[config.mk]
export PLATFORM = sky130hd
export DESIGN_NAME = sub_arbiter_flat
export DESIGN_NICKNAME = d
export VERILOG_FILES = /design/src/rtl/sub_arbiter_if.sv /design/src/rtl/sub_arbiter.sv /design/src/flat_wrapper.sv
export SDC_FILE = /design/constraint.sdc
export NUM_CORES = 1
export LEC_CHECK = 0
export ABC_CLOCK_PERIOD_IN_PS = 2600
export CAP_MARGIN = 10
export CORE_AREA = 10 10 75 77
export CTS_BUF_LIST = sky130_fd_sc_hd__clkbuf_4
export CTS_CLUSTER_SIZE = 28
export DETAILED_ROUTE_END_ITERATION = 10
export DIE_AREA = 0 0 85 87
export PLACE_DENSITY_LB_ADDON = 0.12
export SYNTH_ARGS = -nofsm -noshare
export SYNTH_HDL_FRONTEND = slang
export SYNTH_SLANG_ARGS = --single-unit
[constraint.sdc]
create_clock -name clk -period 2.6 [get_ports clk]
set_input_delay 0.39 -clock clk [delete_from_list [all_inputs] [get_ports clk]]
set_output_delay 0.39 -clock clk [all_outputs]
set_load 0.005 [all_outputs]
[src/rtl/sub_arbiter_if.sv]
// Bus bundle between the two requesters and the shared subtractor.
// The master modport is the requester side; the slave modport is the arbiter.
interface sub_arbiter_if;
    logic       req0;
    logic       req1;
    logic [7:0] a0;
    logic [7:0] b0;
    logic [7:0] a1;
    logic [7:0] b1;
    logic       gnt0;
    logic       gnt1;
    logic       done0;
    logic       done1;
    logic [7:0] result;
    logic       neg;
    logic       busy;

    modport master (
        output req0, req1, a0, b0, a1, b1,
        input  gnt0, gnt1, done0, done1, result, neg, busy
    );

    modport slave (
        input  req0, req1, a0, b0, a1, b1,
        output gnt0, gnt1, done0, done1, result, neg, busy
    );
endinterface

[src/rtl/sub_arbiter.sv]
// Two-requester round-robin arbiter in front of one shared 8-bit subtractor.
// Each operation returns |a-b| plus a borrow flag after a fixed four-cycle
// IDLE -> SUB -> FIX -> DONE walk.
// Build option: define SUB_ARB_CLAMP_EN for a saturating subtract (a<b gives
// result 0, borrow still reported on neg). Undefined gives the magnitude.
//
// state | meaning
// ------+-------------------------------------------------------------
// IDLE  | no operation; arbitrate pending requests, latch operands
// SUB   | RA <= RA - RB (mod 256), capture borrow
// FIX   | turn a negative difference into its magnitude (or leave it)
// DONE  | done pulse to the owner; result/neg/prio update on exit edge
module sub_arbiter (
    input  logic          clk,
    input  logic          rst,
    sub_arbiter_if.slave  bus
);

    typedef enum logic [1:0] {
        S_IDLE = 2'd0,
        S_SUB  = 2'd1,
        S_FIX  = 2'd2,
        S_DONE = 2'd3
    } state_t;

    state_t     r_state;
    state_t     w_next_state;

    logic [7:0] r_ra;
    logic [7:0] r_rb;
    logic       r_borrow;
    logic       r_owner;     // 0: requester 0 holds the subtractor, 1: requester 1
    logic       r_prio;      // requester favoured when both ask at once
    logic       r_gnt0;
    logic       r_gnt1;
    logic [7:0] r_result;
    logic       r_neg;

    logic       w_any_req;
    logic       w_pick1;
    logic [7:0] w_a_sel;
    logic [7:0] w_b_sel;
    logic [7:0] w_final;

    // Round-robin pick: a lone request wins, a tie goes to the prio pointer.
    always_comb begin
        w_any_req = bus.req0 | bus.req1;
        w_pick1   = bus.req1 & (~bus.req0 | r_prio);
        w_a_sel   = w_pick1 ? bus.a1 : bus.a0;
        w_b_sel   = w_pick1 ? bus.b1 : bus.b0;
    end

    // Value committed to result on the DONE exit edge.
    always_comb begin
`ifdef SUB_ARB_CLAMP_EN
        w_final = r_borrow ? 8'd0 : r_ra;
`else
        w_final = r_ra;
`endif
    end

    // State register.
    always_ff @(posedge clk) begin
        if (rst) begin
            r_state <= S_IDLE;
        end else begin
            r_state <= w_next_state;
        end
    end

    // Next-state logic; the walk after a grant is unconditional, so a request
    // dropping mid-operation still runs to DONE.
    always_comb begin
        w_next_state = S_IDLE;
        case (r_state)
            S_IDLE:  w_next_state = w_any_req ? S_SUB : S_IDLE;
            S_SUB:   w_next_state = S_FIX;
            S_FIX:   w_next_state = S_DONE;
            S_DONE:  w_next_state = S_IDLE;
            default: w_next_state = S_IDLE;
        endcase
    end

    // Datapath, grants, pointer and result registers.
    always_ff @(posedge clk) begin
        if (rst) begin
            r_ra     <= 8'd0;
            r_rb     <= 8'd0;
            r_borrow <= 1'b0;
            r_owner  <= 1'b0;
            r_prio   <= 1'b0;
            r_gnt0   <= 1'b0;
            r_gnt1   <= 1'b0;
            r_result <= 8'd0;
            r_neg    <= 1'b0;
        end else begin
            case (r_state)
                S_IDLE: begin
                    if (w_any_req) begin
                        r_owner <= w_pick1;
                        r_ra    <= w_a_sel;
                        r_rb    <= w_b_sel;
                        r_gnt0  <= ~w_pick1;
                        r_gnt1  <= w_pick1;
                    end
                end
                S_SUB: begin
                    r_ra     <= r_ra - r_rb;
                    r_borrow <= (r_ra < r_rb);
                end
                S_FIX: begin
`ifndef SUB_ARB_CLAMP_EN
                    if (r_borrow) begin
                        r_ra <= (~r_ra) + 8'd1;
                    end
`endif
                end
                S_DONE: begin
                    r_result <= w_final;
                    r_neg    <= r_borrow;
                    r_gnt0   <= 1'b0;
                    r_gnt1   <= 1'b0;
                    r_prio   <= ~r_owner;
                end
                default: begin
                    r_gnt0 <= 1'b0;
                    r_gnt1 <= 1'b0;
                end
            endcase
        end
    end

    // Output decode: done pulses and busy come straight from the state.
    always_comb begin
        bus.done0  = (r_state == S_DONE) & ~r_owner;
        bus.done1  = (r_state == S_DONE) &  r_owner;
        bus.busy   = (r_state != S_IDLE);
        bus.gnt0   = r_gnt0;
        bus.gnt1   = r_gnt1;
        bus.result = r_result;
        bus.neg    = r_neg;
    end

endmodule

[src/flat_wrapper.sv]
// flat-port wrapper written by rule: the top's interface ports become plain ports
module sub_arbiter_flat 
  (clk, rst, bus_req0, bus_req1, bus_a0, bus_b0, bus_a1, bus_b1, bus_gnt0, bus_gnt1, bus_done0, bus_done1, bus_result, bus_neg, bus_busy);
  sub_arbiter_if bus_i ();
  input  logic clk;
  input  logic rst;
  input wire logic [$bits(bus_i.req0)-1:0] bus_req0;
  input wire logic [$bits(bus_i.req1)-1:0] bus_req1;
  input wire logic [$bits(bus_i.a0)-1:0] bus_a0;
  input wire logic [$bits(bus_i.b0)-1:0] bus_b0;
  input wire logic [$bits(bus_i.a1)-1:0] bus_a1;
  input wire logic [$bits(bus_i.b1)-1:0] bus_b1;
  output wire logic [$bits(bus_i.gnt0)-1:0] bus_gnt0;
  output wire logic [$bits(bus_i.gnt1)-1:0] bus_gnt1;
  output wire logic [$bits(bus_i.done0)-1:0] bus_done0;
  output wire logic [$bits(bus_i.done1)-1:0] bus_done1;
  output wire logic [$bits(bus_i.result)-1:0] bus_result;
  output wire logic [$bits(bus_i.neg)-1:0] bus_neg;
  output wire logic [$bits(bus_i.busy)-1:0] bus_busy;
  assign bus_i.req0 = bus_req0;
  assign bus_i.req1 = bus_req1;
  assign bus_i.a0 = bus_a0;
  assign bus_i.b0 = bus_b0;
  assign bus_i.a1 = bus_a1;
  assign bus_i.b1 = bus_b1;
  assign bus_gnt0 = bus_i.gnt0;
  assign bus_gnt1 = bus_i.gnt1;
  assign bus_done0 = bus_i.done0;
  assign bus_done1 = bus_i.done1;
  assign bus_result = bus_i.result;
  assign bus_neg = bus_i.neg;
  assign bus_busy = bus_i.busy;
  sub_arbiter u_core (.clk(clk), .rst(rst), .bus(bus_i));
endmodule
## Word level (Yosys, flattened, before mapping)

Index checks and enable logic that the tools add are counted.

- Order comparisons: 1
- Eq/ne operators: 5
- Reductions and logical operators: 7
- Bitwise gates (word level): 9
- $add $sub $neg: 2
- Muxes and demuxes: 11

Operators by type and width:

| kind | count |
|---|---|
| 2-to-1 mux 8 bit | 4 |
| one-hot mux 8 bit (3 select lines) | 1 |
| adder 8 x 1 -> 8 bit, second input constant | 1 |
| less-than comparator 8 bit | 1 |
| NOT 8 bit | 1 |
| one-hot mux 2 bit (4 select lines) | 1 |
| subtractor 8 bit | 1 |
| equality test 2 bit, second input constant | 2 |
| inequality test 2 x 1 -> 1 bit, second input constant | 2 |
| one-hot mux 1 bit (2 select lines) | 2 |
| AND reduction 2 bit | 2 |
| nonzero test 2 bit | 2 |
| AND 1 bit | 3 |
| 2-to-1 mux 1 bit | 3 |
| NOT 1 bit | 3 |
| AND reduction 3 bit | 1 |
| nonzero test 3 bit | 1 |
| equality test 2 x 1 -> 1 bit, second input constant | 1 |
| logical NOT 2 bit | 1 |
| bitwise OR 1 bit | 2 |

- Output and inout bits: 14
- Bits in registers: 32
- Word-level logic and storage cells: 45

## Depth between registers and ports, before layout

Gate-level depths: netlist (run 1).

- Word-level depth: 6
- Mapped depth: 9

## Least setup slack after synthesis (run 1)

Ideal clock, no wire load.

- Kind: register to register
- From: reg u_core.r_ra[0]
- To: reg u_core.r_ra[6]
- Cell stages (with the launch flop): 10
- Slack: 0.668 ns
- Clock period less this slack: 1.932 ns
- Buffers on the path: 0
- Arrival time: 1.874 ns
- Cells stage by stage: dfxtp_1 inv_1 ha_1 inv_1 fa_1 a211oi_1 nor2_1 o31a_1 a211oi_1 o211a_1

- Word-level cells in the longest chain between the ends: 4
- Elaborated cells between the ends (all ways): 5

Ends and longest elaborated chain:

| element | line | RTL |
|---|---|---|
| start, declared | sub_arbiter.sv:29 | `logic [7:0] r_ra;` |
| start signal, assigned | sub_arbiter.sv:101 | `r_ra <= w_a_sel;` |
| start signal, assigned | sub_arbiter.sv:108 | `r_ra <= r_ra - r_rb;` |
| start signal, assigned | sub_arbiter.sv:114 | `r_ra <= (~r_ra) + 8'd1;` |
| NOT 8 bit | sub_arbiter.sv:114 |  |
| adder 8 x 1 -> 8 bit | sub_arbiter.sv:114 |  |
| 2-to-1 mux 8 bit | sub_arbiter.sv:113 | `if (r_borrow) begin` |
| one-hot mux 8 bit (3 select lines) * | sub_arbiter.sv:97 | `case (r_state)` |

Every way passes the cells marked *; elsewhere a longest branch is shown, timed or not. The select of a mux whose other input is x is not followed.
A chain may end at the register's enable or synchronous reset.

## Worst setup path in the final report (run 1)

- From: reg u_core.r_state[0]
- To: out bus_busy

- Word-level cells in the longest chain between the ends: 1

Ends and longest elaborated chain:

| element | line | RTL |
|---|---|---|
| start, declared | sub_arbiter.sv:26 | `state_t r_state;` |
| start signal, assigned | sub_arbiter.sv:67 | `r_state <= w_next_state;` |
| nonzero test 2 bit | sub_arbiter.sv:137 | `bus.busy = (r_state != S_IDLE);` |
| end, declared | flat_wrapper.sv:19 | `output wire logic [$bits(bus_i.busy)-1:0] bus_busy;` |

Every way passes these cells.

==> parameters.txt, run 1 <==
Parameter                              Value

Placed design
  Number of placed instances, taps included ... 335
  Number of buffers added on ports ... 49
  Routability congestion estimate ... 0.8977
  Detail Placement HPWL ... 4.240 mm

Routing
  Drt initial violations ... 136
  Remaining routing DRC violations ... 0
  Overall via count from detail_route ... 1,882
  Post-route antenna net violation count ... 0
  Length of the first detailed-routing pass in iterations ... 4
  Wire length per cell ... 15.80 um
  Wirelength, routed ... 5.420 mm
  Average vias per placed instance ... 5.487

Layout
  Footprint of the flip-flops and latches ... 640.6 um^2
  Proportion of layout cells with a drive suffix above 1 ... 0.07904
  Non-Filler Instances ... 343
  FILL cells ... 370
  Relative area change from synthesis to final layout ... 27.61%
  Total inserted antenna cells ... 0
  Net count reported at finish ... 342
  Area of the multi-input gates ... 0.001310 mm^2

Run
  Number of max-cap violations ... 0

Global route
  Maximum number of pins on one net before global-route repair ... 19
  Overall overflow remaining after global route ... 0
  Number of antenna violations at the first check in global routing ... 0
  Total Routing Usage GR ... 0.1501
  Via count of the first global-routing pass ... 1,823
  Global-route wire length before repair ... 9.156 mm

Logic synthesis
  Sequential fraction of the synthesis area ... 0.3053
  Post-synthesis instance area ... 0.002098 mm^2
  Syn nets ... 292
  Xor/xnor share of the synthesized area ... 0.01670
  Number of enable-type register cells in the synthesized netlist ... 0
  Proportion of register bits with asynchronous set or reset after synthesis ... 0
  Share of synthesized cell area in full adder, half adder and majority cells ... 0.09899
  Multiplexer share of the synthesized area ... 0.1199
  Number of different library cells in the post-synthesis netlist ... 55
  Dominant combinational cell family by area after synthesis ... compound AO/OA/AOI/OAI gates
  Most used flip-flop cell after synthesis ... dfxtp_1
  Area fraction in compound gates after synthesis ... 0.2165
  Syn. warnings ... 0
  Area share of and/or/nand/nor cells after synthesis ... 0.1705
  Number of standard cells after synthesis ... 240
  Number of flip-flops and latches in the synthesized netlist ... 32
  Syn Area/Cell ... 8.743 um^2

Timing
  Worst hold-check slack ... 481.3 ps
  Max Transition Viols Final ... 0
  Crit share post-route ... 0.8197
  Measured slew at the worst slew-check pin ... 496.4 ps
  Min cycle time layout ... 2131 ps
  Clock Skews ... 18.38 ps
  Setup repair after global routing missed its margin ... false
  Post-route setup TNS ... 0 ps
  Fin. Hold Viols ... 0
  Remaining max-slew budget at the tightest pin ... 0.6680
  Final-report setup violation count ... 0
  Highest achievable clock rate ... 469.2 MHz

Critical path
  Data required time of the worst path ... 2210 ps
  Crit path max fanout ... 6
  Critical path class ... reg2out
  Data arrival, critical path ... 1740 ps
  Cell family with most CP delay ... buffers and inverters
  Nature of the critical path endpoint ... primary output
  Most frequent CP cell ... inv_1
  Startpoint types ... flop
  Worst stage delay on the critical path ... 540 ps
  CP max stage cell ... clkdlybuf4s50_1
  Number of buffers and inverters on the critical path ... 3
  Critical-path cell list ... inv_1 > ha_1 > inv_1 > clkdlybuf4s50_1

CTS
  Number of gates given a new drive strength after cts ... 0
  Total of hold buffers inserted after clock tree synthesis ... 0
  Insertion delay of the later-clocked pin in the worst-skew pair ... 330 ps
  Clock tree from TritonCTS ... built
  Number of clock sinks ... 32
  Clock buffer count from CTS ... 5
  CTS root buf ... clkbuf_4
  Clk pin slew, worst setup/hold paths ... 110 ps
  Number of setup buffers added after CTS ... 0
  Clk buf depth ... 2
  Number of H-tree branching levels ... 2

Floorplanning
  Width of the die ... 85 um
  Standard-cell rows ... 24
  Die extent in y ... 87 um
  Die footprint ... 0.007395 mm^2
  Boundary pin count ... 50
  Effective utilization at floorplan ... 0.4956
  Floorplan core area ... 0.004234 mm^2

Power and ir drop
  Leakage ... 1.112 nW
  Areal power density over the cells ... 983.2 mW/mm^2
  Worst IR drop on VDD ... 410.9 uV

Run status
  Result of the run ... finished clean

Worst hold path
  Path type of the worst min-delay path ... reg2reg
[final timing paths]
path,start,endpoint,slack [ps],depth (start not counted)
setup / recovery,u_core.r_state[0],bus_busy,470,4
hold / removal,u_core.bus.gnt1,u_core.bus.gnt1,480,2
setup reg to reg,u_core.r_ra[1],u_core.r_ra[7],510,6
hold reg to reg,u_core.bus.gnt1,u_core.bus.gnt1,480,2
[metrics by stage]
step                      worst slack, ps  total power [mW]    util  area [um^2]
after floorplan                     667.8             1.967       -         2098
after global placement              403.1             2.347  0.6203         2626
after detailed placement            391.1             2.351  0.6203         2626
after CTS                           453.0             2.628  0.6324         2678
after global routing                348.6             2.876  0.6324         2678
final                               468.7             2.632  0.6324         2678
[power breakdown]
| group | internal, mW | switching, mW | total [mW] |
|---|---|---|---|
| Sequential | 0.619 | 0.173 | 0.792 |
| Clock | 0.0991 | 0.167 | 0.266 |
| Combinational | 0.736 | 0.839 | 1.57 |
| Total | 1.45 | 1.18 | 2.63 |
[state kept, by name (all words and copies together) (netlist names)]
signal,count
u_core.bus.gnt0,1
u_core.r_rb,8
u_core.bus.gnt1,1
u_core.r_borrow,1
u_core.r_prio,1
u_core.bus.neg,1
u_core.r_state,2
u_core.bus.result,8
u_core.r_owner,1
u_core.r_ra,8
[Yosys cell counts (all sizes together) (3+ instances only)]
library cell	count	area [um^2]
nor2	33	123.9
dfxtp	32	640.6
mux2i	24	240.2
inv	20	75.07
ha	15	187.7
a211oi	13	97.59
nand2	12	45.04
a21oi	11	55.05
buf	8	60.05
o21ai	8	40.03
nor2b	5	31.28
nor3	5	41.29
o21a	5	37.54
clkbuf	4	16.26
a211o	3	26.28
a221oi	3	26.28
[routing by layer]
metal / routed length (um) / part of all wire / global-route usage
met5: 0 / 0 / 0
met4: 51 / 0.0094 / 0.03892
met3: 374 / 0.069 / 0.05431
met2: 2317 / 0.43 / 0.2214
met1: 2677 / 0.49 / 0.2008
[tightest hold or removal path: cells and delay by family, from the launching register on]
family	cells	cell delay, ps
flip-flops	1	330
AND/OR/NAND/NOR	1	60
AO/OA/AOI/OAI	1	50
[cells in the final DEF (no fill, tap or decap), types with 3 or more instances in the layout]
cell type / n
buf_4: 6
nand2_1: 12
clkbuf_4: 5
a221oi_1: 3
a21oi_1: 11
mux2i_1: 24
nor2b_1: 5
inv_1: 20
o21ai_0: 6
a211oi_1: 13
nor2_1: 33
ha_1: 15
a211o_1: 3
nor3_1: 3
o21a_1: 5
dfxtp_1: 32
clkdlybuf4s50_1: 49
[kinds of logic (layout without fill, tap and decap cells)]
logic type               Yosys count  in the layout
AO/OA/AOI/OAI                     63             63
XOR/XNOR                           4              4
adder cells (fa/ha/maj)           16             16
buffers and inverters             32             83
flip-flops                        32             32
multiplexers                      25             25
AND/OR/NAND/NOR                   68             68
[area by class of cell]
class,count,share of cell area
repair buffers,55,0.2000
flip-flops and latches,32,0.2393
clock buffers,5,0.01402
inverters,20,0.02804
well taps,52,0.02430
clock inverters,3,0.005140
multi-input cells,176,0.4893
No activity file was read; power rests on OpenSTA's default activity.
==> inputs of run 2 (changes only) <==
--- a/config.mk
+++ b/config.mk
@@ -5,7 +5,7 @@
 export SDC_FILE = /design/constraint.sdc
 export NUM_CORES = 1
 export LEC_CHECK = 0
-export ABC_CLOCK_PERIOD_IN_PS = 2600
+export ABC_CLOCK_PERIOD_IN_PS = 2000
 export CAP_MARGIN = 10
 export CORE_AREA = 10 10 75 77
 export CTS_BUF_LIST = sky130_fd_sc_hd__clkbuf_4
==> constraint.sdc (replaced) <==
create_clock -name clk -period 2 [get_ports clk]
set_input_delay 0.3 -clock clk [delete_from_list [all_inputs] [get_ports clk]]
set_output_delay 0.3 -clock clk [all_outputs]
set_load 0.005 [all_outputs]
==> parameters.txt, run 2 (synthesis gave the netlist of run 1 again) <==
Parameter                              Value

Timing
  Highest achievable clock rate ... 514.7 MHz
  Remaining max-slew budget at the tightest pin ... 0.6694 (+0.001409)
  Clock Skews ... 10.12 ps (-8.261 ps)
  Setup repair after global routing missed its margin ... true
  Fin. Hold Viols ... 0 (unchanged)
  Max Transition Viols Final ... 0 (unchanged)
  Crit share post-route ... 0.9715
  Fin worst setup slack ... 56.97 ps (-411.7 ps)
  Worst hold-check slack ... 483.9 ps (+2.600 ps)
  Post-route setup TNS ... 0 ps (unchanged)
  Measured slew at the worst slew-check pin ... 494.3 ps (-2.107 ps)
  Final-report setup violation count ... 0 (unchanged)
  Min cycle time layout ... 1943 ps

Placed design
  Number of buffers added on ports ... 49 (unchanged)
  Detail Placement HPWL ... 4.565 mm (+7.7%)
  Worst Setup Slack post-DPL ... -31.61 ps (-422.7 ps)
  Routability congestion estimate ... 0.9370 (+4.4%)

Critical path
  Data arrival, critical path ... 2170 ps (+430 ps)
  Worst stage delay on the critical path ... 430 ps (-110 ps)
  Nature of the critical path endpoint ... flop
  Critical-path cell list ... ha_4 > nor2b_4 > o31ai_2 > buf_4 > a31oi_4 > a2111o_1 > o21a_1
  Critical path class ... reg2reg
  Crit path max fanout ... 4 (-2)
  CP max stage cell ... a2111o_1
  Data required time of the worst path ... 2230 ps (+20 ps)
  Startpoint types ... flop

CTS
  Number of H-tree branching levels ... 2 (unchanged)
  Insertion delay of the later-clocked pin in the worst-skew pair ... 330 ps (about the same)
  Clk pin slew, worst setup/hold paths ... 110 ps (about the same)
  Number of clock sinks ... 32 (unchanged)
  CTS root buf ... clkbuf_4
  Clock buffer count from CTS ... 5 (unchanged)
  Clk buf depth ... 2 (unchanged)
  Clock tree from TritonCTS ... built
  Total of hold buffers inserted after clock tree synthesis ... 0 (unchanged)

Floorplanning
  Effective utilization at floorplan ... 0.4956 (unchanged)
  Width of the die ... 85 um (unchanged)
  Die extent in y ... 87 um (unchanged)
  Standard-cell rows ... 24 (unchanged)
  Die footprint ... 0.007395 mm^2 (unchanged)
  Floorplan core area ... 0.004234 mm^2 (unchanged)
  Boundary pin count ... 50 (unchanged)

Routing
  Post-route antenna net violation count ... 0 (unchanged)
  Drt initial violations ... 149 (+9.6%)
  Wire length per cell ... 16.02 um (+1.4%)
  Remaining routing DRC violations ... 0 (unchanged)
  Average vias per placed instance ... 5.425 (-1.1%)
  Wirelength, routed ... 5.912 mm (+9.1%)
  Overall via count from detail_route ... 2,002 (+6.4%)
  Length of the first detailed-routing pass in iterations ... 4 (unchanged)

Layout
  Total inserted antenna cells ... 0 (unchanged)
  Relative area change from synthesis to final layout ... 44.54%
  Most common cell after layout, fill and taps aside ... clkdlybuf4s50_1
  Proportion of layout cells with a drive suffix above 1 ... 0.2397 (+0.1607)
  Net count reported at finish ... 368 (+7.6%)
  FILL cells ... 334 (-9.7%)
  Commonest non-fill, non-tap cells in the layout ... clkdlybuf4s50_1, nor2_1, buf_4
  Final core area utilization ... 0.7163 (+0.08392)

Power and ir drop
  Areal power density over the cells ... 1378 mW/mm^2 (+40%)
  Switching part of the total ... 0.4305 (-0.01739)
  Int Power ... 2.381 mW (+64%)
  Fraction of power consumed by the clock network ... 0.092 (-0.009)
  Sw power ... 1.800 mW (+53%)
  Sequential share of power ... 0.231 (-0.070)
  Worst IR drop on VDD ... 583.4 uV (+42%)
  Logic gate share of total power ... 0.677 (+0.079)
  Leakage ... 1.259 nW (+13%)

Global route
  Number of antenna violations at the first check in global routing ... 0 (unchanged)
  Overall overflow remaining after global route ... 0 (unchanged)
  Via count of the first global-routing pass ... 2,018 (+11%)
  Maximum number of pins on one net before global-route repair ... 21 (+2)
  Global-route wire length before repair ... 9.459 mm (+3.3%)
  Total Routing Usage GR ... 0.1562 (+0.006070)

Run
  Number of max-cap violations ... 0 (unchanged)

Worst hold path
  Path type of the worst min-delay path ... reg2reg

Run status
  Result of the run ... finished clean
[run 2: worst max-delay path: cells and delay by family, from the launching register on]
family | cells | cell delay, ps
compound gates | 4 | 920
fa+ha+maj | 1 | 220
buf+inv | 1 | 170
flops | 1 | 410
simple gates | 1 | 120
[run 2: stage by stage]
stage	instance area (um^2)	instances	power, mW
floorplan	2098	240	2.557
global placement	2804	357	3.333
detailed placement	2804	357	3.349
CTS	2932	367	3.930
global route	3033	369	4.505
finish	3033	369	4.181
[run 2: power by group through the flow]
stage	Sequential (mW)	Clock, mW	Combinational (mW)
floorplan	0.953	0	1.60
global placement	0.929	0	2.40
detailed placement	0.938	0	2.41
CTS	0.932	0.395	2.60
global route	0.988	0.420	3.10
finish	0.964	0.386	2.83
[run 2: cell type report]
cell class                      count  area, um^2  area share
Clock inverter                      2       16.27    0.005363
Inverter                           20       75.07     0.02475
Timing Repair Buffer               81       747.0      0.2463
Sequential cell                    32       654.4      0.2158
Multi-Input combinational cell    176        1430      0.4715
Clock buffer                        6       45.04     0.01485
Tap cell                           52       65.06     0.02145
[run 2: path summary, 6_finish.rpt]
check	start	to	slack, ps	depth (start not counted)
max	u_core.r_ra[1]	u_core.r_ra[7]	60	7
min	u_core.bus.gnt1	u_core.bus.gnt1	480	2
max reg2reg	u_core.r_ra[1]	u_core.r_ra[7]	60	7
min reg2reg	u_core.bus.gnt1	u_core.bus.gnt1	480	2
[run 2: repair_timing]
| item | in CTS | in global routing |
|---|---|---|
| buffers inserted | 2 | 2 |
| endpoints found under the setup margin | 4 | 10 |
| hold endpoints to repair | 0 | 0 |
| resized for setup | 11 | 22 |
| pin swaps | 4 | 3 |
[run 2: routing by layer]
metal  share of wire  global-route usage  up-vias  wire length [um]
li1                -                   -     1015                 -
met1            0.45              0.1983      890              2653
met2            0.45              0.2507       87              2670
met3           0.087             0.03933       10               516
met4           0.012             0.05240        0                72
met5               0                   0        -                 0
==> inputs of run 3 (changes only) <==
--- a/config.mk
+++ b/config.mk
@@ -7,11 +7,12 @@
 export LEC_CHECK = 0
 export ABC_CLOCK_PERIOD_IN_PS = 2000
 export CAP_MARGIN = 10
-export CORE_AREA = 10 10 75 77
+export CORE_AREA = 10 10 73 75
 export CTS_BUF_LIST = sky130_fd_sc_hd__clkbuf_4
 export CTS_CLUSTER_SIZE = 28
 export DETAILED_ROUTE_END_ITERATION = 10
-export DIE_AREA = 0 0 85 87
+export DIE_AREA = 0 0 83 85
+export DONT_BUFFER_PORTS = 1
 export PLACE_DENSITY_LB_ADDON = 0.12
 export SYNTH_ARGS = -nofsm -noshare
 export SYNTH_HDL_FRONTEND = slang
==> parameters.txt, run 3 (synthesis gave the netlist of run 1 again) <==
Parameter                              Value

Global route
  Global-route wire length before repair ... 8.997 mm (-4.9%)
  Total Routing Usage GR ... 0.1531 (-0.003078)
  Overall overflow remaining after global route ... 0 (unchanged)
  Via count of the first global-routing pass ... 1,772 (-12%)
  Maximum number of pins on one net before global-route repair ... 26 (+24%)
  Number of antenna violations at the first check in global routing ... 0 (unchanged)

Timing
  Fin worst setup slack ... 58.40 ps (+1.431 ps)
  Fin. Hold Viols ... 0 (unchanged)
  Worst hold-check slack ... 12.29 ps (-471.6 ps)
  Crit share post-route ... 0.9708 (about the same)
  Min cycle time layout ... 1942 ps (-1.431 ps)
  Final-report setup violation count ... 0 (unchanged)
  Setup repair after global routing missed its margin ... true
  Post-route setup TNS ... 0 ps (unchanged)
  Measured slew at the worst slew-check pin ... 492.2 ps (-2.082 ps)
  Clock Skews ... 9.448 ps (-0.6711 ps)
  Remaining max-slew budget at the tightest pin ... 0.6718 (+0.002377)
  Max Transition Viols Final ... 0 (unchanged)
  Highest achievable clock rate ... 515.0 MHz (about the same)

Critical path
  Data arrival, critical path ... 2150 ps (-20 ps)
  Critical-path cell list ... inv_1 > ha_2 > o21a_1 > o31ai_4 > buf_4 > and4b_1 > o41ai_2 > a211oi_1
  Nature of the critical path endpoint ... flop
  Startpoint of the worst-slack reg-to-reg timing path ... u_core.r_rb[2]
  Startpoint types ... flop
  Origin of the worst setup path ... u_core.r_rb[2]
  R2R depth ... 8 (+1)
  CP Capture Point ... u_core.r_ra[5]
  Worst reg2reg endpoint ... u_core.r_ra[5]
  Number of buffers and inverters on the critical path ... 2 (+1)
  Levels on crit path ... 8 (+1)
  Worst stage delay on the critical path ... 370 ps (-60 ps)
  Crit path max fanout ... 5 (+1)
  Critical path class ... reg2reg
  Flop-to-flop setup slack ... 60 ps (about the same)
  CP max stage cell ... ha_2
  Data required time of the worst path ... 2210 ps (-20 ps)
  Cell family with most CP delay ... compound AO/OA/AOI/OAI gates

Layout
  Non-Filler Instances ... 312 (-15%)
  Commonest non-fill, non-tap cells in the layout ... nor2_1, dfxtp_1, mux2i_1
  Relative area change from synthesis to final layout ... 13.95%
  Non-Filler Cell Area, Final ... 0.002391 mm^2 (-21%)
  Total inserted antenna cells ... 0 (unchanged)
  Final core area utilization ... 0.6109 (-0.1054)
  Most common cell after layout, fill and taps aside ... nor2_1
  Proportion of layout cells with a drive suffix above 1 ... 0.1985 (-0.04127)
  FILL cells ... 371 (+11%)
  Net count reported at finish ... 313 (-15%)

Placed design
  Detail Placement HPWL ... 4.184 mm (-8.3%)
  Routability congestion estimate ... 0.8688 (-7.3%)
  Worst Setup Slack post-DPL ... 7.190 ps (+38.80 ps)
  Number of buffers added on ports ... 0 (-100%)
  Area after DPL ... 0.002238 mm^2 (-20%)
  Number of placed instances, taps included ... 298 (-17%)

Routing
  Overall via count from detail_route ... 1,817 (-9.2%)
  Remaining routing DRC violations ... 0 (unchanged)
  Met2 wire length ... 2.557 mm (-4.2%)
  M1 WL ... 2.480 mm (-6.5%)
  Length of the first detailed-routing pass in iterations ... 5 (+1)
  Drt initial violations ... 116 (-22%)
  Highest Signal Layer ... met4
  Post-route antenna net violation count ... 0 (unchanged)
  Wirelength, routed ... 5.575 mm (-5.7%)
  Wire length per cell ... 17.87 um (+12%)
  Detailed route wirelength on metal3 ... 468 um (-9.3%)
  Average vias per placed instance ... 5.824 (+7.3%)

Worst hold path
  Path type of the worst min-delay path ... in2reg
  Hold Path Stages ... 1 (-1)

Power and ir drop
  Leakage ... 1.033 nW (-18%)
  Areal power density over the cells ... 1559 mW/mm^2 (+13%)
  Worst IR drop on VDD ... 656.6 uV (+13%)
  Total power of the final layout ... 3.728 mW (-11%)

CTS
  Insertion delay of the later-clocked pin in the worst-skew pair ... 350 ps (+20 ps)
  Number of H-tree branching levels ... 2 (unchanged)
  Clock buffer count from CTS ... 5 (unchanged)
  Number of clock sinks ... 32 (unchanged)
  Clk pin slew, worst setup/hold paths ... 110 ps (about the same)
  Clock tree from TritonCTS ... built
  CTS root buf ... clkbuf_4
  Clk buf depth ... 2 (unchanged)

Floorplanning
  Effective utilization at floorplan ... 0.5361 (+0.04056)
  Die footprint ... 0.007055 mm^2 (-4.6%)
  Die extent in y ... 85 um (-2.3%)
  Standard-cell rows ... 23 (-4.2%)
  Width of the die ... 83 um (-2.4%)
  Boundary pin count ... 50 (unchanged)
  Floorplan core area ... 0.003914 mm^2 (-7.6%)

Run status
  Result of the run ... finished clean

Run
  Number of max-cap violations ... 0 (unchanged)
-- run 3: changes by cell type in the layout (fill, tap and decap cells not counted), sizes merged --
cell / delta
clkbuf: -1
clkdlybuf4s50: -49
clkinv: +2
clkinvlp: -1
buf: -9
dlygate4sd3: +3
-- run 3: final cells by class --
class,instances,area [um^2],area share
inverters,20,75.07,0.03140
well taps,50,62.56,0.02616
clock inverters,3,18.77,0.007849
clock buffers,5,37.54,0.01570
repair buffers,26,202.7,0.08477
multi-input cells,176,1351,0.5652
flip-flops and latches,32,643.1,0.2690
-- run 3: worst min path at each step --
stage               startpoint                end  slack, ps
floorplan                  rst     u_core.r_ra[4]        450
global placement           rst  u_core.r_state[1]        370
detailed placement         rst  u_core.r_state[1]        380
CTS                        rst     u_core.r_ra[0]        0.2
global route               rst     u_core.r_ra[0]        0.9
finish                     rst    u_core.bus.gnt0         10
-- run 3: per-layer routing --
layer / GRT usage / vias to the layer above
met4: 0.04644 / 0
met5: 0 / -
met1: 0.1920 / 824
met2: 0.2458 / 81
li1: - / 903
met3: 0.04589 / 9
-- run 3: report_power, final --
part / internal (mW) / leakage (nW) / switching [mW] / total, mW
logic: 1.13 / 0.735 / 1.28 / 2.41
clock network: 0.135 / 0.0349 / 0.245 / 0.379
registers: 0.807 / 0.264 / 0.133 / 0.940
total: 2.07 / 1.03 / 1.66 / 3.73
-- run 3: timing repair --
item | CTS | global route
endpoints found under the setup margin | 4 | 7
resized for setup | 2 | 10
buffers inserted | 0 | 3
hold buffers | 2 | 1
pin swaps | 0 | 3
hold endpoints to repair | 6 | 9
==> variant 1: new RTL, config.mk and constraints of run 1 <==
The option `SUB_ARB_CLAMP_EN` is turned on by a define.
--- a/src/rtl/sub_arbiter.sv
+++ b/src/rtl/sub_arbiter.sv
@@ -11,4 +11,6 @@
 // FIX   | turn a negative difference into its magnitude (or leave it)
 // DONE  | done pulse to the owner; result/neg/prio update on exit edge
+`define SUB_ARB_CLAMP_EN
+
 module sub_arbiter (
     input  logic          clk,
Function: changed (a bounded check fails within 10 cycles, from zero or initial values and one cycle with rst high).
==> variant 1 against run 1 <==
  * Routed wire length down 12%
  * Count of clock-buffer cells in the layout is 2 higher
  * Total power fell by 34%
  * Area after synthesis fell by 11%
  * Worst setup slack got worse by 0.074 ns
  * Critical path depth unchanged
  * Synthesized cell count shrank 5.0%
  * Sequential cell count is the same
  * Largest cell class unchanged
  * Cell area decreased by 8.8%
==> variant 1: results (changes against run 1) <==
critical_path:
  critPathMaxFanout: 8  # +2
  worstPathArrival_ns: 1.82  # +0.08 ns
  rr_startpoint: "u_core.r_ra[0]"
  r2r_cells: 9  # +3
  regToRegSetupSlack_ns: 0.52
  timing.rr.end: "u_core.r_ra[6]"
drt:
  wl_um: 4780  # -12%
  first_iter_violations: 87  # -36%
  avgRoutedWirePerCell_um: 14.6  # -7.9%
  viasPerCell: 5.24  # -4.4%
layout:
  diodes: 0  # unchanged
  fillers: 424  # +15%
  final_layout_size_suffix_gt1_share_pct: 7.97  # +0.067 points
synth:
  synth.area.mux_share_pct: 6.00  # -6.0 points
  synth_xor_xnor_area_share_pct: 1.40  # -0.27 points
  netlist-cell-type-count: 49  # -11%
  ys_seq_area_share_pct: 34.2  # +3.6 points
  yosys.area_share.adder_pct: 9.07  # -0.83 points
  ys.flop_type: "dfxtp_1"
  avgSynthCellArea_um2: 8.23  # -5.9%
  synth_compound_area_share_pct: 21.3  # -0.36 points
  synth_area_leaders: "dfxtp_1 (34%), ha_1 (8.0%), nand2_1 (5.6%)"
  netlist_top_cells_count: "dfxtp_1 (32), nand2_1 (28), nor2_1 (24)"
  synth_nets: 277  # -5.1%
pwr:
  p_leak_nw: 0.998  # -10%
  irDropWorstVdd_mv: 0.368  # -10%
global_routing:
  antenna_found_initial: 0  # unchanged
  grt_pass1_wl_um: 7990  # -13%
  grt_pass1_vias: 1732  # -5.0%
  track_usage_pct: 13.0  # -2.0 points
hold_path:
  hold_depth: 2  # unchanged
  holdPathEnd: "u_core.r_owner"
place:
  place_inst: 320  # -4.5%
  gp_congestion: 0.863  # -3.8%
  place_ws_ns: 0.469  # +0.0775 ns
  dp_hpwl_um: 3780  # -11%
  place_area_um2: 2390  # -9.1%
clocking:
  root_buffer: "clkbuf_4"
  clkTransAtPathRegs_ns: 0.09  # -0.02 ns
  clockBufferDepth: 2  # unchanged
timing:
  worstMarginPinSlew_ns: 0.543  # +0.0462 ns
  fin_skew_ns: 0.00594  # -0.0124 ns
  fin_crit_ns: 2.21  # +0.0741 ns
run_status:
  status: "finished, final reports clean"
variant 1: cell types whose count changed in the layout (fill, tap and decap cells not counted), sizes merged, moves of 4 or more:
cell,change
nor3,-4
o21a,-4
mux2i,-15
nor2,-8
a21oi,+9
a311oi,+5
nor2b,+8
inv,-4
nand2,+17
a211oi,-13
nand3,+4
variant 1: critical path: stages (launching register included):
cell             delay (ns)
dfxtp_1                0.38
inv_1                  0.07
ha_1                   0.32
inv_1                  0.18
clkdlybuf4s50_1        0.53
variant 1: per-layer routing:
metal | GRT usage [%] | routed length [um] | up-vias | part of all wire, %
li1 | - | - | 891 | -
met1 | 15.4 | 2180 | 778 | 46
met2 | 21.9 | 2270 | 43 | 48
met3 | 3.93 | 278 | 8 | 5.8
met4 | 4.04 | 46 | 0 | 0.96
met5 | 0 | 0 | - | 0
variant 1: where the power goes:
| part | internal (W) | switching, W | leakage, nW |
|---|---|---|---|
| Sequential | 0.000572 | 0.0000680 | 0.263 |
| Clock | 0.000125 | 0.000164 | 0.0338 |
| Combinational | 0.000379 | 0.000420 | 0.702 |
variant 1: cell type report:
| cell class | instances | share of cell area (%) |
|---|---|---|
| clock inverter | 1 | 0.154 |
| clock buffer | 7 | 2.15 |
| timing repair buffer | 52 | 21.0 |
| tap | 52 | 2.66 |
| inverter | 16 | 2.46 |
| sequential | 32 | 26.2 |
| multi-input combinational | 168 | 45.3 |
variant 1: through the flow:
stage	util, %	hold WS (ns)
global placement	56.4	0.460
floorplan	-	0.443
detailed placement	56.4	0.470
global route	57.7	0.511
finish	57.7	0.478
CTS	57.7	0.484
variant 1: kinds of logic (layout without fill, tap and decap cells):
| kind of cell | Yosys count | count (layout) |
|---|---|---|
| simple gates | 84 | 84 |
| flops | 32 | 32 |
| compound gates | 57 | 57 |
| mux | 11 | 11 |
| xor+xnor | 3 | 3 |
| buf+inv | 28 | 76 |
| fa+ha+maj | 13 | 13 |
variant 1: how the worst max path moves through the flow:
| stage | startpoint | endpoint | depth (start not counted) |
|---|---|---|---|
| after detailed placement | bus_req0 | u_core.r_ra[3] | 6 |
| after CTS | u_core.r_state[0] | bus_busy | 4 |
| after global routing | u_core.r_state[1] | bus_busy | 4 |
| after global placement | bus_req0 | u_core.r_ra[3] | 6 |
| after floorplan | u_core.r_ra[0] | u_core.r_ra[6] | 9 |
| final | u_core.r_state[0] | bus_busy | 4 |
==> variant 2: new RTL, settings of run 1 <==
Without the edit above. Re-encode `state_t` (4 states) as one-hot, 4 bits wide.
--- a/src/rtl/sub_arbiter.sv
+++ b/src/rtl/sub_arbiter.sv
@@ -17,9 +17,9 @@
 );
 
-    typedef enum logic [1:0] {
-        S_IDLE = 2'd0,
-        S_SUB  = 2'd1,
-        S_FIX  = 2'd2,
-        S_DONE = 2'd3
+    typedef enum logic [3:0] {
+        S_IDLE = 4'b0001,
+        S_SUB  = 4'b0010,
+        S_FIX  = 4'b0100,
+        S_DONE = 4'b1000
     } state_t;
 
Check against the original RTL: no difference found for any inputs over 10 cycles, from zero or initial values and one cycle with rst high; not proved beyond that.
==> variant 2 against run 1 <==
  * Area after synthesis decreased by 0.36%
  * Global-route usage decreased by 0.71 points
  * Worst setup slack worse by 0.33 ns
  * Cell area is 1.9% higher
  * Maximum frequency decreased by 13%
  * Cell count rose by 3.8%
  * Register-to-register slack worse by 0.04 ns
  * Sequential cell count rose by 2
  * Routed wire length is 1.6% lower
Power is not compared: it rests on default switching activity, and its combinational part moved more than twofold at a synthesized area within 25%.
==> variant 2: results (changes against run 1) <==
place:
  dp_hpwl_um: 4210  # -0.79%
  place_area_um2: 2620  # -0.14%
  io_buffers: 49  # unchanged
  gp_congestion: 0.907  # +1.1%
timing:
  fin_skew_ns: 0.00887  # -0.00951 ns
  worstMarginPinSlew_ns: 0.436  # -0.0606 ns
  hold_ws_ns: 0.461  # -0.0199 ns
clocking:
  clockBufferDepth: 2  # unchanged
  cts_resized: 0  # unchanged
  numCtsBuffers: 5  # unchanged
  htreeDepth: 2  # unchanged
  clkTransAtPathRegs_ns: 0.12
  cts_setup_buffers: 0  # unchanged
  insertion_delay_ns: 0.34
  root_buffer: "clkbuf_4"
critical_path:
  crit_family: "simple AND/OR/NAND/NOR gates"
  crit_path_start: "u_core.r_state[1]"
  cp_slowest_cell: "or4b_2"
  crit_end: "bus_done0"
  slowest_delay_ns: 0.69  # +0.15 ns
  critPathMaxFanout: 9  # +3
  rr_startpoint: "u_core.r_ra[0]"
  regToRegSetupSlack_ns: 0.47  # -0.04 ns
  timing.rr.end: "u_core.r_ra[6]"
  worstPathArrival_ns: 2.07  # +0.33 ns
  r2r_cells: 8  # +2
layout:
  fillers: 394  # +6.5%
  diodes: 0  # unchanged
  final_layout_size_suffix_gt1_share_pct: 11.2  # +3.3 points
  nNetsFinal: 349  # +2.0%
pwr:
  p_leak_nw: 1.08
  internal_power_w: 0.00117
  irDropWorstVdd_mv: 0.355
drt:
  first_pass_iters: 4  # unchanged
  first_iter_violations: 120  # -12%
  viasPerCell: 5.39  # -1.8%
  avgRoutedWirePerCell_um: 15.0  # -5.2%
synth:
  synth_nets: 300  # +2.7%
  yosys_warnings: 0  # unchanged
  async_flop_share_pct: 0  # unchanged
  synth_area_leaders: "dfxtp_1 (33%), mux2i_1 (5.7%), a211oi_1 (5.7%)"
  netlist-cell-type-count: 45  # -18%
  netlist_top_cells_count: "dfxtp_1 (34), nor2_1 (30), nand2_1 (26)"
  ys_seq_area_share_pct: 32.6  # +2.0 points
global_routing:
  antenna_found_initial: 0  # unchanged
  grt_max_degree: 18  # -1
  track_usage_pct: 14.3  # -0.71 points
  grt_pass1_vias: 1849  # +1.4%
  grt_pass1_wl_um: 8700  # -5.0%
hold_path:
  hp-class: "flip-flop to flip-flop"
run_status:
  status: "finished, final reports clean"
==> variant 2: metrics by stage <==
step	cells	util, %	setup WS [ns]
final	356	64.4	0.143
after global routing	356	64.4	0.0326
after CTS	356	64.3	0.0827
after detailed placement	348	61.9	0.283
after global placement	348	61.9	0.362
after floorplan	254	-	0.777
==> variant 2: cell families after synthesis <==
group / count (synthesis) / synth area share (%)
AO/OA/AOI/OAI: 65 / 20.3
XOR/XNOR: 7 / 2.93
adder cells (fa/ha/maj): 10 / 6.34
buffers and inverters: 27 / 6.34
flip-flops: 34 / 32.6
multiplexers: 17 / 8.44
AND/OR/NAND/NOR: 94 / 23.0
==> variant 2: worst min-delay path, stage by stage (launching register included) <==
cell and delay, ns:
dfxtp_1 0.33, nand2_1 0.05, a21oi_1 0.05
==> variant 2: power by group through the flow <==
stage | logic [W] | clock network [W] | registers [W]
2_1_floorplan | 0.000465 | 0 | 0.000622
3_3_place_gp | 0.000582 | 0 | 0.000651
3_5_place_dp | 0.000590 | 0 | 0.000653
4_1_cts | 0.000595 | 0.000500 | 0.000641
5_1_grt | 0.000670 | 0.000521 | 0.000651
6_report | 0.000596 | 0.000488 | 0.000642
==> variant 2: area by class of cell <==
type / instances / share of cell area, %
Clock buffer: 5 / 1.38
Inverter: 11 / 1.51
Tap cell: 52 / 2.39
Sequential cell: 34 / 25.1
Clock inverter: 3 / 2.34
Multi-Input combinational cell: 193 / 46.8
Timing Repair Buffer: 58 / 20.5
==> variant 2: worst min path at each step <==
stage | start | end | cells past startpoint
2_1_floorplan | u_core.bus.gnt1 | u_core.bus.gnt1 | 2
3_3_place_gp | u_core.bus.gnt1 | u_core.bus.gnt1 | 2
3_5_place_dp | u_core.bus.neg | u_core.bus.neg | 2
4_1_cts | u_core.bus.neg | u_core.bus.neg | 2
5_1_grt | u_core.bus.result[5] | u_core.bus.result[5] | 2
6_report | u_core.bus.neg | u_core.bus.neg | 2
==> variant 2: routing by layer <==
layer	part of all wire, %	wire [um]	vias to the layer above	track usage (%)
met5	0	0	-	0
met3	5.4	287	5	5.15
met1	45	2420	859	17.1
met4	1.2	62	0	4.04
li1	-	-	1008	-
met2	48	2560	46	23.6
